==> config.mk <==
export PLATFORM = sky130hd
export DESIGN_NAME = mem_arbiter
export DESIGN_NICKNAME = d
export VERILOG_FILES = /design/src/rtl/mem_arbiter.sv
export SDC_FILE = /design/constraint.sdc
export NUM_CORES = 1
export LEC_CHECK = 0
export CORE_MARGIN = 2
export CORE_UTILIZATION = 34
export CTS_CLUSTER_DIAMETER = 40
export DETAILED_ROUTE_END_ITERATION = 10
export PLACE_DENSITY_LB_ADDON = 0.15
export SKIP_LAST_GASP = 1
export SLEW_MARGIN = 20
export SYNTH_ARGS = -nofsm -noshare
export SYNTH_HDL_FRONTEND = slang
export SYNTH_SLANG_ARGS = --single-unit
==> constraint.sdc <==
create_clock -name clk -period 1.5 [get_ports clk]
set_input_delay 0.3 -clock clk [delete_from_list [all_inputs] [get_ports clk]]
set_output_delay 0.3 -clock clk [all_outputs]
set_load 0.02 [all_outputs]
==> src/rtl/mem_arbiter.sv <==
// Two-port memory arbiter: port 0 is a read-only fetch port, port 1 a read/write data port.
// Round-robin on contention, one word per transaction, misaligned requests answered with err.
//
// state  | meaning
// -------+-----------------------------------------------------------
// IDLE   | waiting for a request; winner is picked and latched here
// ACCESS | single-cycle memory strobe with the latched address/data
// RESP   | one-cycle ack (and err) to the winning port
module mem_arbiter #(
  parameter int AW = 32,
  parameter int DW = 32
) (
  input  logic          clk,
  input  logic          reset,
  input  logic          req0,
  input  logic [AW-1:0] addr0,
  output logic          ack0,
  output logic          err0,
  output logic [DW-1:0] rdata0,
  input  logic          req1,
  input  logic          we1,
  input  logic [AW-1:0] addr1,
  input  logic [DW-1:0] wdata1,
  output logic          ack1,
  output logic          err1,
  output logic [DW-1:0] rdata1,
  output logic [AW-1:0] mem_addr,
  output logic [DW-1:0] mem_wdata,
  output logic          mem_read,
  output logic          mem_write,
  input  logic [DW-1:0] mem_rdata,
  output logic          busy
);

  localparam logic [1:0] IDLE   = 2'd0;
  localparam logic [1:0] ACCESS = 2'd1;
  localparam logic [1:0] RESP   = 2'd2;

  logic [1:0]    state;
  logic          grant;
  logic          lat_we;
  logic          last_grant;

  logic          any_req;
  logic          pick1;
  logic [AW-1:0] sel_addr;
  logic [DW-1:0] sel_wdata;
  logic          sel_we;
  logic          misaligned;

  // last_grant resets to 1 so that port 0 wins the first contention
  always_comb begin
    any_req    = req0 | req1;
    pick1      = req1 & (~req0 | ~last_grant);
    sel_addr   = pick1 ? addr1 : addr0;
    sel_wdata  = pick1 ? wdata1 : '0;
    sel_we     = pick1 & we1;
    misaligned = (sel_addr[1:0] != 2'b00);
  end

  always_ff @(posedge clk) begin
    if (reset) begin
      state      <= IDLE;
      grant      <= 1'b0;
      lat_we     <= 1'b0;
      last_grant <= 1'b1;
      ack0       <= 1'b0;
      ack1       <= 1'b0;
      err0       <= 1'b0;
      err1       <= 1'b0;
      rdata0     <= '0;
      rdata1     <= '0;
      mem_addr   <= '0;
      mem_wdata  <= '0;
      mem_read   <= 1'b0;
      mem_write  <= 1'b0;
      busy       <= 1'b0;
    end else begin
      ack0      <= 1'b0;
      ack1      <= 1'b0;
      err0      <= 1'b0;
      err1      <= 1'b0;
      mem_read  <= 1'b0;
      mem_write <= 1'b0;
      case (state)
        IDLE: begin
          if (any_req) begin
            grant  <= pick1;
            lat_we <= sel_we;
            busy   <= 1'b1;
            if (misaligned) begin
              // error path never touches memory; mem_addr/mem_wdata keep old values
              state <= RESP;
              if (pick1) begin
                ack1   <= 1'b1;
                err1   <= 1'b1;
                rdata1 <= '0;
              end else begin
                ack0   <= 1'b1;
                err0   <= 1'b1;
                rdata0 <= '0;
              end
            end else begin
              state     <= ACCESS;
              mem_addr  <= sel_addr;
              mem_wdata <= sel_wdata;
              mem_read  <= ~sel_we;
              mem_write <= sel_we;
            end
          end
        end
        ACCESS: begin
          state <= RESP;
          if (grant) begin
            ack1   <= 1'b1;
            rdata1 <= lat_we ? '0 : mem_rdata;
          end else begin
            ack0   <= 1'b1;
            rdata0 <= mem_rdata;
          end
        end
        RESP: begin
          state      <= IDLE;
          busy       <= 1'b0;
          last_grant <= grant;
        end
        default: begin
          state <= IDLE;
          busy  <= 1'b0;
        end
      endcase
    end
  end

endmodule

==> out/summary.md <==
The flow ran to the end, but the final reports show violations. The final reports fail on setup timing. Dividing the detail-routed via count by the number of cells gives 5.37. After routing the design area is 0.00937 mm². The run gives 657 MHz as the maximum achievable frequency.

The endpoint identified for the worst register-to-register timing path is rdata1[24]. The final-report hold violation count came out at 0. The post-DP HPWL is 12900 µm, and the shortest clock period the worst path allows after layout is 1.52 ns. For this run, the post-layout net count is 998.

Across all hold checks on the routed design, the worst slack comes to 0.163 ns. The final cycle utilization of the critical path was 1.02. For this design the ratio of total power to cell area is 1070 mW/mm².

The routed length per instance was 18.0 µm. The logs give -0.0226 ns for the worst-case setup margin in the final layout and 0 for the max-cap check violation count. For the initial antenna violation count, the log shows 1. The clock passes through at most 2 buffers.

In this run the count of I/O pins placed on the die edge is 268. Power comes to 0.0100 W. The proportion of synthesized flip-flops having asynchronous set or reset was 0; the die span in y was 132 µm. After filler insertion, the fill cell instance count of the layout stands at 1423. Main flop type after synthesis: sky130_fd_sc_hd__dfxtp_1. A synthesized cell averages 9.28 µm².

Number of clock sinks: 140. In this run, synthesis produced a sequential element count of 140. For the overall routed net length, the log shows 19700 µm. The area share of the largest cell type after synthesis came out at 0.503. The min-delay analysis places its worst path in the category in2reg.

For the global router's overall resource usage, the log shows 0.215. The number of buffers added by the clock tree synthesis step was 17. The logs give 0.805 for the last weighted congestion value of the routability-driven placer and 0 for the total overflow reported by the global router.

The net switching power figure was 0.00269 W; the number of instances in the synthesized netlist was 600. The post-synth design cell area was 0.00557 mm². Cell depth of the worst min-delay path: 2. The startpoint of the most critical register-to-register path is last_grant. Compared with the post-synthesis result, the final layout area differs by 68.1%. On the final layout, the worst clock skew is 0.0120 ns. The final max-slew violation count came out at 0. The tools report the first-iteration detailed-routing DRC count as 373. CTS built an H-tree with a depth of 4. The initialized floorplan defines 46 standard-cell rows. During placement, the flow inserted port buffers numbering 267.

CTS placed an instance of sky130_fd_sc_hd__clkbuf_16 at the clock tree root. Yosys printed 0 warnings. The share of layout cells above drive strength 1 works out to 0.166. TritonCTS built the clock tree. The worst hold path terminates at grant. The worst setup path is of the reg2reg kind. STA classifies the critical path startpoint as a flip-flop. The worst-skew pair later-pin latency is 0.41 ns, and the data required time of the worst path is 1.78 ns. For this block, the via count after detailed routing is 5880. Cell internal power was estimated by the tool at 0.00733 W. The width of the chip works out to 132 µm. The synthesized design spends more area on one cell type than any other, namely sky130_fd_sc_hd__dfxtp_1.

The run gives 1.81 ns as the arrival time reported for the critical path endpoint. Setup repair after global routing could not meet its margin everywhere. The logs give 0.673 for the normalized max-slew margin and 0.00862 mm² for the instance area at placement. In the post-synthesis netlist, the cell with the most instances is sky130_fd_sc_hd__dfxtp_1.

For the pin with the worst max-slew slack, the measured transition is 0.491 ns. Along the worst path, the maximum fanout reaches 32. Entering global routing, the biggest net connects 69 pins. For the area of the die, the log shows 0.0174 mm². The first TritonRoute pass finished after 7 iterations.

For the number of global-route vias before repair, the log shows 5731. The share of the core filled with cells is 0.588. Power share of the sequential group: 0.392.

The total nets after synthesis is 733. The core region is 0.0159 mm². IR analysis of the VDD net gives a maximum drop of 0.773 mV. For this run, design rule violations remaining after detail routing come to 0.

The tools report the initial core utilization as 0.349. Flop-to-flop setup slack: -0.02 ns. The worst setup path is captured at a flip-flop. Ranked by total cell area, the synthesized netlist is headed by sky130_fd_sc_hd__dfxtp_1 (50%), sky130_fd_sc_hd__a21oi_1 (8.6%), sky130_fd_sc_hd__a311oi_2 (8.1%). The logs give 0.424 for the clock power share and 9 for the total setup violations reported at the end of the flow. The number of cells on the worst reg-to-reg path is 6. The net switching share of the total power is 0.269. The sequential element share of the synthesized area came out at 0.503. In this run the most critical hold path is launched from reset.

The first global-routing pass estimated 30300 µm of wire. In the final timing run, aggregate negative setup slack is -0.0736 ns. After clock tree synthesis, the clock-pin slew on the worst setup and hold paths is 0.06 ns.

Counting flops with a built-in enable in the synthesized netlist gives 0. The detail route stage leaves a number of antenna-violating nets equal to 0. Power share of the combinational group: 0.184. Hold repair after CTS inserted 0 buffers. Ranked by instance count, the synthesized netlist is headed by sky130_fd_sc_hd__dfxtp_1 (140), sky130_fd_sc_hd__a21oi_1 (96), sky130_fd_sc_hd__o21ai_0 (66).

The number of distinct library cells after synthesis came out at 34. Summed over all cells, the static leakage comes to 3.92 nW.
==> layer usage <==
layer  share of wire  GRT usage  up-vias  routed length (µm)
met2            0.48      0.355      263                9530
met4           0.023     0.0791        0                 450
li1                -          -     2779                   -
met1            0.42      0.270     2807                8260
met3           0.074     0.0554       31                1470
met5               0          0        -                   0
==> kinds of logic after synthesis <==
kind of cell           synth area share
AOI/OAI and AO/OA                 0.296
DFF                               0.503
buffers and inverters            0.0595
muxes                           0.00449
and+or+nand+nor                   0.137
==> layout by cell type (no fill, tap or decap), drive strengths merged <==
cell,instances
mux2,1
o21a,1
nand4,64
buf,43
clkdlybuf4s50,129
nor4b,1
a211oi,1
mux2i,1
nor2,10
clkbuf,22
a21bo,1
clkinv,6
dfxtp,140
and4,1
a22oi,1
nor4,1
nand2b,2
nor3,3
nand2,63
a22o,32
diode,1
o21ai,66
and2,6
o31ai,1
a21boi,1
bufinv,3
inv,5
clkinvlp,3
a21o,2
a311oi,30
o31a,2
a21oi,97
nand3,1
dlygate4sd2,137
or2,1
==> worst max-delay path by stage <==
stage / start / end / slack, ns
2_1_floorplan: state[1] / mem_wdata[10] / -0.007
3_3_place_gp: req1 / mem_addr[11] / -0.64
3_5_place_dp: req1 / mem_addr[8] / -0.69
4_1_cts: last_grant / rdata1[26] / -0.03
5_1_grt: state[1] / mem_addr[16] / -0.07
6_report: last_grant / rdata1[24] / -0.02
==> stage by stage <==
step	setup slack, ns	std cells
floorplan	-0.00666	600
global placement	-0.636	1051
detailed placement	-0.688	1051
CTS	-0.0301	1087
global route	-0.0740	1095
finish	-0.0226	1095
==> power by group through the flow <==
stage	combinational (W)	clock, W	sequential (W)
3_5_place_dp	0.00172	0	0.00400
2_1_floorplan	0.000679	0	0.00413
3_3_place_gp	0.00169	0	0.00400
4_1_cts	0.00167	0.00435	0.00391
5_1_grt	0.00196	0.00452	0.00394
6_report	0.00184	0.00425	0.00392
==> critical path, stage by stage (launching register included) <==
cell and delay [ns]:
sky130_fd_sc_hd__dfxtp_2 0.32, sky130_fd_sc_hd__a21bo_4 0.22, sky130_fd_sc_hd__buf_6 0.13, sky130_fd_sc_hd__o31a_1 0.30, sky130_fd_sc_hd__buf_12 0.18, sky130_fd_sc_hd__o21ai_0 0.15
sky130_fd_sc_hd__a21oi_1 0.08
==> flip-flops by register name, indices dropped and copies added, names as in the netlist, 2 cells and up <==
| register | count |
|---|---|
| mem_addr | 32 |
| mem_wdata | 32 |
| rdata0 | 32 |
| rdata1 | 32 |
| state | 2 |
==> final cells by class <==
| class | count | area, µm² | share of cell area |
|---|---|---|---|
| clock inverters | 13 | 166 | 0.0178 |
| flip-flops and latches | 140 | 2810 | 0.299 |
| multi-input cells | 390 | 2590 | 0.277 |
| clock buffers | 19 | 433 | 0.0462 |
| repair buffers | 312 | 3080 | 0.329 |
| well taps | 216 | 270 | 0.0289 |
| inverters | 4 | 15.0 | 0.00160 |
| diodes | 1 | 2.50 | 0.000267 |
==> timing repair <==
action                                  4_1_cts  5_1_grt
endpoints found under the setup margin      258      125
pin swaps                                     2       20
resized for setup                           153       73
setup buffers                                 2        3
gates cloned                                  2        4
(Power assumes the default switching activity.)
